File: src/rtl/fetch_pkg.sv
// Shared definitions for the instruction fetch stage: FSM states and fetch constants.
package fetch_pkg;

    typedef enum logic [1:0] {
        ST_FILL = 2'd0,
        ST_RUN  = 2'd1,
        ST_HALT = 2'd2
    } state_t;

    localparam logic [31:0] EBREAK = 32'h0010_0073;
    localparam logic [31:0] PC_INC = 32'd4;

endpackage

File: src/rtl/fetch_unit.sv
// Instruction fetch stage: drives a synchronous ROM, presents one instruction per cycle
// to decode with valid/ready backpressure, branch redirect, and EBREAK/misalign halt.
module fetch_unit
    import fetch_pkg::*;
#(
    parameter logic [31:0] RESET_PC = 32'h0000_0000,
    parameter int          ADDR_W   = 5
) (
    input  logic              clk,
    input  logic              rst_n,
    output logic [ADDR_W-1:0] imem_addr,
    input  logic [31:0]       imem_instr,
    output logic              out_valid,
    input  logic              out_ready,
    output logic [31:0]       out_pc,
    output logic [31:0]       out_instr,
    input  logic              redirect_valid,
    input  logic [31:0]       redirect_pc,
    output logic              halted,
    output logic              misalign_err,
    output logic [31:0]       retired_count
);

    state_t      state;
    state_t      state_next;
    logic [31:0] fetch_pc;
    logic [31:0] req_pc;
    logic        req_valid;

    logic        redirect_ok;
    logic        redirect_bad;
    logic        live;
    logic        transfer;
    logic        advance;
    logic        is_ebreak;

    assign redirect_ok  = (state == ST_RUN) && redirect_valid && (redirect_pc[1:0] == 2'b00);
    assign redirect_bad = (state == ST_RUN) && redirect_valid && (redirect_pc[1:0] != 2'b00);
    assign live         = (state == ST_RUN) && req_valid && !redirect_valid;
    assign transfer     = live && out_ready;
    assign advance      = transfer || ((state == ST_RUN) && !req_valid);
    assign is_ebreak    = (imem_instr == EBREAK);

    assign out_pc    = req_pc;
    assign out_instr = imem_instr;

    // NOTE: sequential state uses non-blocking <= so every register sees pre-edge values.
    always_ff @(posedge clk or negedge rst_n) begin
        if (!rst_n) begin
            state <= ST_FILL;
        end else begin
            state <= state_next;
        end
    end

    always_comb begin
        // NOTE: default assignment first so no path leaves state_next unassigned (no latch).
        state_next = state;
        case (state)
            ST_FILL: state_next = ST_RUN;
            ST_RUN: begin
                if (redirect_bad || (transfer && is_ebreak)) begin
                    state_next = ST_HALT;
                end
            end
            ST_HALT: state_next = ST_HALT;
            default: state_next = ST_FILL;
        endcase
    end

    // Stalls and halt re-issue req_pc, so the ROM output stays on the presented word.
    always_comb begin
        out_valid = 1'b0;
        halted    = (state == ST_HALT);
        imem_addr = req_pc[ADDR_W+1:2];
        case (state)
            ST_FILL: imem_addr = RESET_PC[ADDR_W+1:2];
            ST_RUN: begin
                out_valid = live;
                if (redirect_ok) begin
                    imem_addr = redirect_pc[ADDR_W+1:2];
                end else if (advance) begin
                    imem_addr = fetch_pc[ADDR_W+1:2];
                end
            end
            default: ;
        endcase
    end

    always_ff @(posedge clk or negedge rst_n) begin
        if (!rst_n) begin
            fetch_pc      <= RESET_PC;
            req_pc        <= RESET_PC;
            req_valid     <= 1'b0;
            misalign_err  <= 1'b0;
            retired_count <= 32'd0;
        end else begin
            case (state)
                ST_FILL: begin
                    req_pc    <= RESET_PC;
                    req_valid <= 1'b1;
                    fetch_pc  <= RESET_PC + PC_INC;
                end
                ST_RUN: begin
                    if (redirect_ok) begin
                        req_pc    <= redirect_pc;
                        req_valid <= 1'b1;
                        fetch_pc  <= redirect_pc + PC_INC;
                    end else if (redirect_bad) begin
                        misalign_err <= 1'b1;
                    end else if (advance) begin
                        req_pc    <= fetch_pc;
                        req_valid <= 1'b1;
                        fetch_pc  <= fetch_pc + PC_INC;
                    end
                    if (transfer) begin
                        retired_count <= retired_count + 32'd1;
                    end
                end
                default: ;
            endcase
        end
    end

endmodule

File: config.mk
export PLATFORM = sky130hd
export DESIGN_NAME = fetch_unit
export DESIGN_NICKNAME = d
export VERILOG_FILES = /design/src/rtl/fetch_pkg.sv /design/src/rtl/fetch_unit.sv
export SDC_FILE = /design/constraint.sdc
export NUM_CORES = 1
export LEC_CHECK = 0
export CAP_MARGIN = 20
export CORE_ASPECT_RATIO = 1.1
export CORE_MARGIN = 2
export CORE_UTILIZATION = 38
export CTS_CLUSTER_DIAMETER = 30
export CTS_CLUSTER_SIZE = 40
export DETAILED_ROUTE_END_ITERATION = 12
export PLACE_DENSITY = 0.76
export SETUP_SLACK_MARGIN = 0.1
export SYNTH_ARGS = -nofsm -noshare
export SYNTH_HDL_FRONTEND = slang
export SYNTH_SLANG_ARGS = --single-unit
export TNS_END_PERCENT = 50
File: constraint.sdc
create_clock -name clk -period 4.9 [get_ports clk]
set_clock_uncertainty 0.15 [all_clocks]
set_input_delay 0.49 -clock clk [delete_from_list [all_inputs] [get_ports clk]]
set_output_delay 0.49 -clock clk [all_outputs]
set_load 0.1 [all_outputs]
Word level (Yosys, flattened, before mapping)
Index checks and enable logic that the tools add are counted.
{"block": "word_totals", "regBits": 100, "inputBits": 68, "output_inout_bits": 104}
{"block": "classes", "addsub": 3, "bitwise_logic": 1, "reduce_logical": 19, "mux": 18, "n_eq_ne": 6}
{"operator": "32-bit two-way mux", "n": 6}
{"operator": "32-bit case mux with 2 select lines", "n": 2}
{"operator": "32-bit by 3-bit adder with 32-bit output (second input constant)", "n": 2}
{"operator": "32-bit by 1-bit adder with 32-bit output (second input constant)", "n": 1}
{"operator": "32-bit by 21-bit == test with 1-bit output (second input constant)", "n": 1}
{"operator": "5-bit two-way mux", "n": 2}
{"operator": "5-bit case mux with 2 select lines", "n": 1}
{"operator": "1-bit logical AND", "n": 8}
{"operator": "3-bit != test (second input constant)", "n": 2}
{"operator": "2-bit case mux with 3 select lines", "n": 1}
{"operator": "3-bit AND reduction", "n": 2}
{"operator": "2-bit zero test", "n": 2}
{"operator": "1-bit two-way mux", "n": 4}
{"operator": "2-bit nonzero test", "n": 2}
{"operator": "2-bit by 1-bit == test with 1-bit output (second input constant)", "n": 1}
{"operator": "2-bit == test (second input constant)", "n": 1}
{"operator": "1-bit zero test", "n": 2}
{"operator": "1-bit logical OR", "n": 2}
{"operator": "2-bit two-way mux", "n": 1}
{"operator": "2-bit by 1-bit != test with 1-bit output (second input constant)", "n": 1}
{"operator": "1-bit case mux with 2 select lines", "n": 1}
{"operator": "2-bit AND reduction", "n": 1}
{"operator": "1-bit inverter", "n": 1}

Logic depth before layout (Yosys ltp)
{"block": "logic_depth", "ltp_word": 9, "mapped_depth": 18, "ltp_nobuf": 12}

Worst setup path after synthesis
OpenSTA, ideal clock, no wires.
{"block": "synth_timing", "kind": "reg-to-output", "startpoint": "register state[1]", "endpoint": "output port imem_addr[1]", "stages_incl_launch_ff": 9, "path_slack_ps": -577, "t_required_ps": 4260, "arrival_time_ps": 4837, "cell_sequence": "dfrtp_1 > inv_1 > ha_1 > nor4bb_1 > buf_2 > buf_2 > buf_2 > buf_2 > o311ai_0"}
{"block": "synth_via", "elab_chain_len": 8, "elab_cells_between_ends": 12, "cone_classes": "eq/ne: 1; mux: 3; reduce/logical: 8"}
{"item": "start: declaration", "line": "fetch_unit.sv:24", "rtl": "state_t state;"}
{"item": "start signal: assignment", "line": "fetch_unit.sv:52", "rtl": "state <= state_next;"}
{"item": "2-bit by 1-bit == test with 1-bit output"}
{"item": "1-bit logical AND (2 in series)", "line": "fetch_unit.sv:39", "rtl": "assign live = (state == ST_RUN) && req_valid && !redirect_valid;"}
{"item": "1-bit logical AND", "line": "fetch_unit.sv:40", "rtl": "assign transfer = live && out_ready;"}
{"item": "1-bit logical OR", "line": "fetch_unit.sv:41", "rtl": "assign advance = transfer || ((state == ST_RUN) && !req_valid);"}
{"item": "5-bit two-way mux", "line": "fetch_unit.sv:82", "rtl": "end else if (advance) begin"}
{"item": "5-bit two-way mux", "line": "fetch_unit.sv:80", "rtl": "if (redirect_ok) begin"}
{"item": "5-bit case mux with 2 select lines *", "line": "fetch_unit.sv:76", "rtl": "case (state)"}
{"item": "end: declaration", "line": "fetch_unit.sv:11", "rtl": "output logic [ADDR_W-1:0] imem_addr,"}
Every way passes the cells marked *; elsewhere a longest branch is shown, timed or not.

Worst setup path after layout
{"block": "layout_timing", "startpoint": "input port redirect_valid", "endpoint": "output port imem_addr[2]"}
{"block": "layout_via", "elab_chain_len": 7, "elab_cells_between_ends": 9, "cone_classes": "mux: 3; reduce/logical: 6"}
{"item": "start: declaration", "line": "fetch_unit.sv:17", "rtl": "input logic redirect_valid,"}
{"item": "1-bit zero test", "line": "fetch_unit.sv:39"}
{"item": "1-bit logical AND", "line": "fetch_unit.sv:39"}
{"item": "1-bit logical AND", "line": "fetch_unit.sv:40"}
{"item": "1-bit logical OR", "line": "fetch_unit.sv:41"}
{"item": "5-bit two-way mux", "line": "fetch_unit.sv:82"}
{"item": "5-bit two-way mux *", "line": "fetch_unit.sv:80"}
{"item": "5-bit case mux with 2 select lines *", "line": "fetch_unit.sv:76"}
Marks and branches as above.

==> impl_metrics.csv <==
group,metric,value,unit
status,outcome,"complete, no violations",
power,pwr-share-seq,0.309,
routing,vias,5852,
routing,totalWireLength,17.8,mm
die,start_util,0.392,
sta,rsz0062_at_grt,"no",
worst_setup_path,cp.arrival,3.01,ns
die,fp.dieH,138,um
worst_setup_path,slowest_delay,0.67,ns
clock_network,htree_levels,3,
clock_network,cts-buffers-inserted,9,
global_routing,grt_first_pass_wirelength,29.0,mm
yosys,synth-edff-count,0,
clock_network,clk_latency,0.36,ns
hold_path,hold_class,"in2async",
yosys,yosys.area_share.simple,0.257,
global_routing,grt_usage,0.205,
die,io_pins,172,
layout,layout_commonest_cell,"clkdlybuf4s50_1",
yosys,synth-seq-area-share,0.404,
worst_setup_path,crit_family,"buffers and inverters",
clock_network,cts_hold_buf,0,
global_routing,grt_antenna_before_repair,0,
global_routing,grt_pass1_vias,5511,
global_routing,grt_max_degree,77,
worst_setup_path,worst-endpoint-required,4.26,ns
clock_network,cts_tree,"yes",
sta,min_period_over_period,0.744,
yosys,synth-compound-area-share,0.163,
die,placementRows,48,
clock_network,clk_pin_slew,0.08,ns
global_routing,grt_remaining_overflow,0,
layout,area_growth,31.2,%
sta,maxSlewHeadroom,0.297,
yosys,yosysWarnings,0,
worst_setup_path,crit_type,"in2out",
yosys,synth_adder_area_share,0.0101,
die,die_area,17300,um2
worst_setup_path,worstPathMaxFanout,76,
sta,setup-tns-final,0,ns
worst_setup_path,cp_cell_sequence,"clkdlybuf4s50_1 -> nor4bb_4 -> buf_4 -> nand2_1 -> o21ai_0 -> a21o_1 -> buf_4",
sta,hold_viol,0,
layout,final_cell_mix,"165 x clkdlybuf4s50_1, 100 x dfrtp_1, 92 x nand2_1",
layout,diodes,0,
sta,finalCriticalPeriod,3.65,ns
power,swShare,0.510,
worst_setup_path,crit_top_cell,"buf_4",
yosys,synthFlopType,"dfrtp_1",
power,ir_drop,0.000268,V
routing,wl_per_cell,17.1,um
power,pwr-share-comb,0.491,
routing,post-route-drc-count,0,
clock_network,root_buffer,"clkbuf_16",
yosys,synthArstFlopShare,1.00,
yosys,yosys_register_bits,100,
layout,final_cells,1041,
placed_design,dpl.hpwl,12.5,mm
yosys,synth_top_family_by_area,"simple AND/OR/NAND/NOR gates",
yosys,syn_area,6190,um2
placed_design,portBuffers,171,
die,die_x,126,um
worst_setup_path,start_kind,"input port",
power,clockPowerShare,0.200,
layout,fillers,1492,
routing,firstDrtPassIters,5,
worst_setup_path,cp.buffers_inverters,3,
routing,routed_via_density,5.62,
clock_network,postCtsSetupBuffers,0,
routing,drt-initial-drc-count,370,
yosys,syn_nets,789,
clock_network,cts.sinks,100,
clock_network,clk_path_buf_depth,2,
layout,fin_nets,909,
die,core_area,15800,um2
flow_run,max_cap_violations,0,
yosys,syn-instance-count,716,
sta,final_max_slew_viol_count,0,
placed_design,gp_congestion,0.848,
yosys,yosys.area_share.xor_xnor,0.0736,
clock_network,cts_resized,0,
yosys,ys_types,65,
sta,tightest_slew,1.05,ns
power,power.density,442,nW/um2
placed_design,dp_cells,1024,
power,cellInternalPower,1.76,mW
power,power.leakage,3.37,nW
worst_setup_path,cp_slowest_cell,"clkdlybuf4s50_1",
sta,finalSetupViolCount,0,
yosys,synth_mux_area_frac,0.0200,
yosys,syn_area_per_cell,8.64,um2
layout,layout-drive-gt1-share,0.0523,
power,p_switching,1.83,mW
worst_setup_path,worstSetupEndpointType,"output pin",
sta,max_freq,0.274,GHz
routing,ant_nets,0,
-- Yosys cell counts, types with 4 or more instances --
| master | instances | share of area |
|---|---|---|
| a211oi_1 | 4 | 0.0049 |
| a21o_1 | 5 | 0.0061 |
| a21oi_1 | 22 | 0.018 |
| a221o_1 | 5 | 0.0081 |
| a22o_1 | 7 | 0.0099 |
| a22oi_1 | 4 | 0.0049 |
| a31oi_1 | 17 | 0.017 |
| and2_1 | 9 | 0.0091 |
| and3_1 | 21 | 0.021 |
| and4_1 | 6 | 0.0085 |
| buf_1 | 6 | 0.0036 |
| buf_2 | 12 | 0.0097 |
| buf_4 | 34 | 0.041 |
| clkbuf_1 | 19 | 0.012 |
| dfrtp_1 | 100 | 0.40 |
| ha_1 | 5 | 0.010 |
| inv_1 | 9 | 0.0055 |
| mux2i_1 | 11 | 0.018 |
| nand2_1 | 92 | 0.056 |
| nand3_1 | 60 | 0.049 |
| nand4_1 | 26 | 0.026 |
| nor2_1 | 56 | 0.034 |
| nor3_1 | 8 | 0.0065 |
| nor3b_1 | 4 | 0.0049 |
| nor4_1 | 5 | 0.0051 |
| o211ai_1 | 8 | 0.0097 |
| o21ai_0 | 42 | 0.034 |
| o21ai_1 | 4 | 0.0032 |
| o221ai_1 | 4 | 0.0057 |
| o22ai_1 | 4 | 0.0040 |
| or3_1 | 4 | 0.0040 |
| or4_1 | 4 | 0.0049 |
| xnor2_1 | 35 | 0.050 |
| xor2_1 | 17 | 0.024 |
-- sequential cells by signal (all words and copies together) (netlist names) --
register and count:
fetch_pc 32, out_pc 32, retired_count 32, state 2, misalign_err 1, req_valid 1
-- per-stage QoR --
step | power [mW] | setup slack, ns | hold slack (ns) | instance area [um2] | utilization
after floorplan | 2.38 | 0.608 | 0.0444 | 6190 | -
after global placement | 2.86 | 1.15 | 0.313 | 7820 | 0.495
after detailed placement | 2.87 | 1.06 | 0.319 | 7820 | 0.495
after CTS | 3.60 | 1.27 | 0.140 | 8110 | 0.513
after global routing | 3.75 | 1.05 | 0.181 | 8120 | 0.514
final | 3.59 | 1.25 | 0.105 | 8120 | 0.514
-- path summary, 6_finish.rpt --
kind / from / endpoint / slack, ns / cells after the start
min: rst_n / retired_count[13] / 0.11 / 1
max reg2reg: state[1] / fetch_pc[27] / 1.34 / 10
max in group asynchronous: rst_n / out_pc[10] / 3.52 / 2
min reg2reg: retired_count[31] / retired_count[31] / 0.33 / 1
max: redirect_valid / imem_addr[2] / 1.25 / 7
min in group clk: retired_count[31] / retired_count[31] / 0.33 / 1
-- area by class of cell --
class	count	area [um2]	share of cell area
tap	200	250	0.0308
multi-input combinational	536	3280	0.403
clock inverter	7	66.3	0.00817
clock buffer	9	225	0.0277
timing repair buffer	180	1770	0.218
sequential	100	2500	0.308
inverter	9	33.8	0.00416
-- worst reg2reg max path, stage by stage, from the launching register on --
cell and delay (ns):
dfrtp_1 0.38, inv_1 0.09, ha_1 0.16, buf_4 0.24
nand4bb_2 0.21, buf_4 0.38, or4_1 0.64, o22ai_2 0.47
a21boi_4 0.30, mux2i_1 0.27, o211ai_2 0.12
-- power groups by stage --
| stage | sequential [mW] | clock (mW) | combinational (mW) |
|---|---|---|---|
| floorplan | 1.68 | 0 | 0.706 |
| global placement | 1.12 | 0 | 1.74 |
| detailed placement | 1.12 | 0 | 1.75 |
| CTS | 1.11 | 0.732 | 1.76 |
| global route | 1.13 | 0.762 | 1.85 |
| finish | 1.11 | 0.719 | 1.76 |
-- logic make-up after synthesis --
logic type / after synthesis
DFF: 100
AOI/OAI and AO/OA: 151
xor gates and xnor gates: 52
adders and majority gates: 5
muxes: 12
and+or+nand+nor: 316
buffers and inverters: 80
-- per-layer routing --
layer  track usage  wire length [um]  up-vias
met3        0.0233               690       24
met2         0.342              8760      162
met1         0.275              8000     2868
met5             0                 0        -
met4        0.0784               358        0
li1              -                 -     2798
(Power assumes the default switching activity.)
